`config.mk`:
```
export PLATFORM = sky130hd
export DESIGN_NAME = ex_muldiv
export DESIGN_NICKNAME = d
export VERILOG_FILES = /design/src/rtl/ex_muldiv.sv
export SDC_FILE = /design/constraint.sdc
export NUM_CORES = 2
export LEC_CHECK = 0
export ABC_AREA = 0
export BUFFER_PORTS_ARGS = -buffer_cell sky130_fd_sc_hd__buf_2
export CAP_MARGIN = 0
export CORE_MARGIN = 3
export CORE_UTILIZATION = 58
export CTS_BUF_LIST = sky130_fd_sc_hd__clkbuf_2 sky130_fd_sc_hd__clkbuf_4 sky130_fd_sc_hd__clkbuf_8
export CTS_CLUSTER_SIZE = 30
export DETAILED_ROUTE_END_ITERATION = 16
export GPL_ROUTABILITY_DRIVEN = 0
export HOLD_SLACK_MARGIN = 0.08
export PLACE_DENSITY = 0.81
export SLEW_MARGIN = 40
export SYNTH_ARGS = -nofsm -noshare
export SYNTH_HDL_FRONTEND = slang
export SYNTH_SLANG_ARGS = --single-unit
```
`constraint.sdc`:
```
create_clock -name clk -period 12.8 [get_ports clk]
set_input_delay 2.56 -clock clk [delete_from_list [all_inputs] [get_ports clk]]
set_output_delay 2.56 -clock clk [all_outputs]
set_load 0.1 [all_outputs]
```
`src/rtl/ex_muldiv.sv`:
```
// Execute-stage multiply/divide unit with the HI/LO register pair.
// Multiplies take one cycle in MUL. Divides use a restoring divider that
// produces one quotient bit per cycle, MSB first. The unit holds the ID/EX
// register through exe_stall until HI/LO have been written.
module ex_muldiv #(
  parameter int unsigned DATA_W = 32
) (
  input  logic              clk,
  input  logic              reset,
  input  logic              start,
  input  logic [1:0]        op,
  input  logic [DATA_W-1:0] src_a,
  input  logic [DATA_W-1:0] src_b,
  input  logic [1:0]        hilo_we,
  input  logic              flush,
  output logic              exe_stall,
  output logic              done,
  output logic [DATA_W-1:0] hi,
  output logic [DATA_W-1:0] lo
);

  localparam int unsigned CntW = $clog2(DATA_W);
  localparam logic [CntW-1:0] CntLast = CntW'(DATA_W - 1);

  typedef enum logic [2:0] {StIdle, StMul, StDiv, StFix, StDone} state_e;

  state_e              state_q, state_d;
  logic [CntW-1:0]     cnt_q, cnt_d;
  logic [1:0]          op_q, op_d;
  // a_q holds a multiplicand, or the dividend that shifts into the quotient
  logic [DATA_W-1:0]   a_q, a_d;
  logic [DATA_W-1:0]   b_q, b_d;
  logic [DATA_W-1:0]   rem_q, rem_d;
  logic                q_neg_q, q_neg_d;
  logic                r_neg_q, r_neg_d;
  logic [DATA_W-1:0]   hi_q, hi_d;
  logic [DATA_W-1:0]   lo_q, lo_d;

  logic [2*DATA_W-1:0] ext_a, ext_b, product;
  logic [DATA_W:0]     trial;
  logic [DATA_W-1:0]   abs_a, abs_b;
  logic                op_signed;

  // Datapath helpers: product, trial subtraction, operand magnitudes
  always_comb begin
    ext_a     = {{DATA_W{~op_q[0] & a_q[DATA_W-1]}}, a_q};
    ext_b     = {{DATA_W{~op_q[0] & b_q[DATA_W-1]}}, b_q};
    product   = ext_a * ext_b;
    trial     = {rem_q, a_q[DATA_W-1]} - {1'b0, b_q};
    op_signed = ~op[0];
    abs_a     = (op_signed && src_a[DATA_W-1]) ? -src_a : src_a;
    abs_b     = (op_signed && src_b[DATA_W-1]) ? -src_b : src_b;
  end

  // Next-state logic; a flush overrides everything and suppresses HI/LO writes
  always_comb begin
    state_d = state_q;
    cnt_d   = cnt_q;
    op_d    = op_q;
    a_d     = a_q;
    b_d     = b_q;
    rem_d   = rem_q;
    q_neg_d = q_neg_q;
    r_neg_d = r_neg_q;
    hi_d    = hi_q;
    lo_d    = lo_q;

    unique case (state_q)
      StIdle: begin
        if (start) begin
          op_d  = op;
          cnt_d = '0;
          if (!op[1]) begin
            a_d     = src_a;
            b_d     = src_b;
            state_d = StMul;
          end else if (src_b == '0) begin
            // Divide by zero: all-ones quotient, raw dividend as remainder
            a_d     = '1;
            rem_d   = src_a;
            q_neg_d = 1'b0;
            r_neg_d = 1'b0;
            state_d = StFix;
          end else begin
            a_d     = abs_a;
            b_d     = abs_b;
            rem_d   = '0;
            q_neg_d = op_signed & (src_a[DATA_W-1] ^ src_b[DATA_W-1]);
            r_neg_d = op_signed & src_a[DATA_W-1];
            state_d = StDiv;
          end
        end else begin
          if (hilo_we[1]) hi_d = src_a;
          if (hilo_we[0]) lo_d = src_a;
        end
      end
      StMul: begin
        {hi_d, lo_d} = product;
        state_d      = StDone;
      end
      StDiv: begin
        if (!trial[DATA_W]) begin
          rem_d = trial[DATA_W-1:0];
          a_d   = {a_q[DATA_W-2:0], 1'b1};
        end else begin
          rem_d = {rem_q[DATA_W-2:0], a_q[DATA_W-1]};
          a_d   = {a_q[DATA_W-2:0], 1'b0};
        end
        cnt_d = cnt_q + 1'b1;
        if (cnt_q == CntLast) state_d = StFix;
      end
      StFix: begin
        lo_d    = q_neg_q ? -a_q : a_q;
        hi_d    = r_neg_q ? -rem_q : rem_q;
        state_d = StDone;
      end
      StDone: begin
        state_d = StIdle;
      end
      default: begin
        state_d = StIdle;
      end
    endcase

    if (flush) begin
      state_d = StIdle;
      cnt_d   = '0;
      hi_d    = hi_q;
      lo_d    = lo_q;
    end
  end

  // State and register file update
  always_ff @(posedge clk or posedge reset) begin
    if (reset) begin
      state_q <= StIdle;
      cnt_q   <= '0;
      op_q    <= '0;
      a_q     <= '0;
      b_q     <= '0;
      rem_q   <= '0;
      q_neg_q <= 1'b0;
      r_neg_q <= 1'b0;
      hi_q    <= '0;
      lo_q    <= '0;
    end else begin
      state_q <= state_d;
      cnt_q   <= cnt_d;
      op_q    <= op_d;
      a_q     <= a_d;
      b_q     <= b_d;
      rem_q   <= rem_d;
      q_neg_q <= q_neg_d;
      r_neg_q <= r_neg_d;
      hi_q    <= hi_d;
      lo_q    <= lo_d;
    end
  end

  // Stall covers the accepting IDLE cycle and every busy state
  always_comb begin
    exe_stall = ((state_q == StIdle) && start && !flush) ||
                (state_q == StMul) || (state_q == StDiv) || (state_q == StFix);
    done      = (state_q == StDone) && !flush;
    hi        = hi_q;
    lo        = lo_q;
  end

endmodule
```
==> impl_metrics.json <==
{
  "synth-seq-cells": 171,
  "insertion_delay_ns": 0.50,
  "start_util_pct": 58.6,
  "grt-ovfl-total": 0,
  "synth.area.top_cells": "fa_1, inv_1, dfrtp_1",
  "ys_warn_count": 0,
  "fin_crit_sh_pct": 73.9,
  "die-height_microns": 300,
  "cp_num_buf_inv": 8,
  "die_area_sq_um": 89900,
  "cts_tree": "yes",
  "critical-path-slowest-cell": "dfrtp_1",
  "cts.htree.levels": 4,
  "die_x_microns": 300,
  "drc": 0,
  "grt_max_degree": 94,
  "finalSetupTns_ns": 0,
  "critPathMaxStageDelay_ns": 0.87,
  "syn_nets": 7200,
  "cts.path.max_buffers": 2,
  "max_slew_margin_pct": 44.0,
  "synthTopCellsByCount": "inv_1, fa_1, nand2_1",
  "num_rows": 107,
  "cts_resized": 0,
  "setup_viol": 0,
  "ys_seq_area_share_pct": 8.54,
  "drt_iter0_drc": 4366,
  "drive_above_1_share_pct": 5.51,
  "antenna_found_initial": 12,
  "syn2layout_area_growth_pct": 3.90,
  "timing_hold_violations_final": 0,
  "avgSynthCellArea_sq_um": 8.71,
  "worst_pin_slew_ns": 0.838,
  "wl_per_cell_microns": 22.1,
  "numPortBuffers": 137,
  "cts_inserted_buffers": 17,
  "drtAntennaViolNets": 0,
  "required_ns": 13.16,
  "arrival_ns": 9.82,
  "cts_sinks": 171,
  "grt_pass1_wl_mm": 238,
  "pin_count": 138,
  "clk_pin_slew_ns": 0.11,
  "cp-start-kind": "flop",
  "synth_async_sr_flop_share_pct": 100,
  "critical_path.top_delay_family": "adder cells",
  "synthesis.area_sq_um": 50100,
  "synth_top_area_share_pct": 45.0,
  "slew_violations": 0,
  "crit_path_end_kind": "flop",
  "routed_wl_mm": 151,
  "postSynthCellCount": 5751,
  "cp_max_fo": 22,
  "nNetsFinal": 7097,
  "status": "complete, no violations",
  "path_class": "flop to flop",
  "rsz0062_at_grt": "false",
  "ys.flop_type": "dfrtp_1",
  "ys_types": 78,
  "synth.most_common_cell": "inv_1",
  "num_vias": 41002,
  "dr.pass1.iters": 9,
  "grt_usage_pct": 34.4,
  "fin_crit_ns": 9.46,
  "vias_per_cell": 6.01,
  "skew_ns": 0.0187,
  "yosys.area.top_type": "fa_1",
  "hpwl_mm": 119,
  "grt_pass1_vias": 43552,
  "synth-edff-count": 0,
  "root_buffer": "clkbuf_8",
  "core_sq_um": 85400,
  "crit_top_cell": "fa_1",
  "clock.fmax_mhz": 106,
  "min_path_type": "flop to flop",
  "drv_cap": 0,
  "cts_setup_buffers": 0,
  "cts_hold_buf": 0
}
==> cell type report <==
type | count | area, sq um
multi-input combinational | 4046 | 40100
antenna | 12 | 30.0
fill | 7123 | 33400
clock inverter | 15 | 154
clock buffer | 17 | 234
sequential | 171 | 4290
tap | 1144 | 1430
timing repair buffer | 223 | 1340
inverter | 1189 | 4470
==> metal layers <==
layer,vias up,GRT usage (%),share of wire [%]
met5,-,0,0.019
met4,4,22.0,8.1
met3,726,9.30,12
met2,2634,54.5,46
met1,20499,41.8,34
li1,17139,-,-
==> state kept, by name (all words and copies together), names as in the netlist <==
| signal | flops |
|---|---|
| r_neg_q | 1 |
| q_neg_q | 1 |
| op_q | 1 |
| cnt_q | 5 |
| state_q | 3 |
| a_q | 32 |
| hi | 32 |
| lo | 32 |
| rem_q | 32 |
| b_q | 32 |
==> metrics by stage <==
stage          utilization, %  setup WS [ns]  hold WS, ns  instances  instance area, sq um
3_5_place_dp             60.4           3.50        0.466       6773                 51600
2_1_floorplan               -           4.38        0.477       5751                 50100
5_1_grt                  60.9           2.96        0.500       6814                 52000
6_report                 60.9           3.34        0.486       6817                 52000
3_3_place_gp             60.4           3.66        0.455       6773                 51600
4_1_cts                  60.9           3.47        0.489       6805                 52000
==> final timing paths <==
check	startpoint	end	slack [ns]	cells past startpoint
worst max-delay path	op_q[0]	hi[27]	3.34	28
max in group asynchronous	reset	b_q[6]	9.41	3
worst max register to register	op_q[0]	hi[27]	3.34	28
worst min register to register	lo[26]	lo[26]	0.49	2
worst min-delay path	lo[26]	lo[26]	0.49	2
min in group asynchronous	reset	rem_q[19]	2.11	2
==> worst min-delay path, stage by stage (launching register included) <==
cell and delay (ns):
dfrtp_1 0.35, nand2_1 0.04, o21ai_0 0.06
==> cells by family (layout without fill, tap and decap cells) <==
| kind of cell | Yosys count | count (layout) | synth area share [%] |
|---|---|---|---|
| AND/OR/NAND/NOR | 1718 | 1718 | 15.6 |
| adder cells (fa/ha/maj) | 1377 | 1377 | 51.3 |
| multiplexers | 31 | 31 | 0.632 |
| flip-flops | 171 | 171 | 8.54 |
| XOR/XNOR | 219 | 219 | 3.83 |
| other | 0 | 12 | 0 |
| buffers and inverters | 1534 | 1444 | 11.5 |
| AO/OA/AOI/OAI | 701 | 701 | 8.63 |
==> layout by cell type (no fill, tap or decap), drive strengths merged, types with 29 or more instances in the layout <==
cell	netlist	routed
nand2	944	944
buf	54	222
xor2	81	81
o21ai	257	257
fa	1126	1126
ha	251	251
a21oi	161	161
o22ai	31	31
nor2	226	226
dfrtp	171	171
inv	1188	1197
o31ai	40	40
nand3	33	33
nor3	53	53
a211oi	29	29
xnor2	138	138
and2	302	302
Power is not shown: default switching activity piles up to over one toggle a cycle in this logic, so the estimate is an artifact.
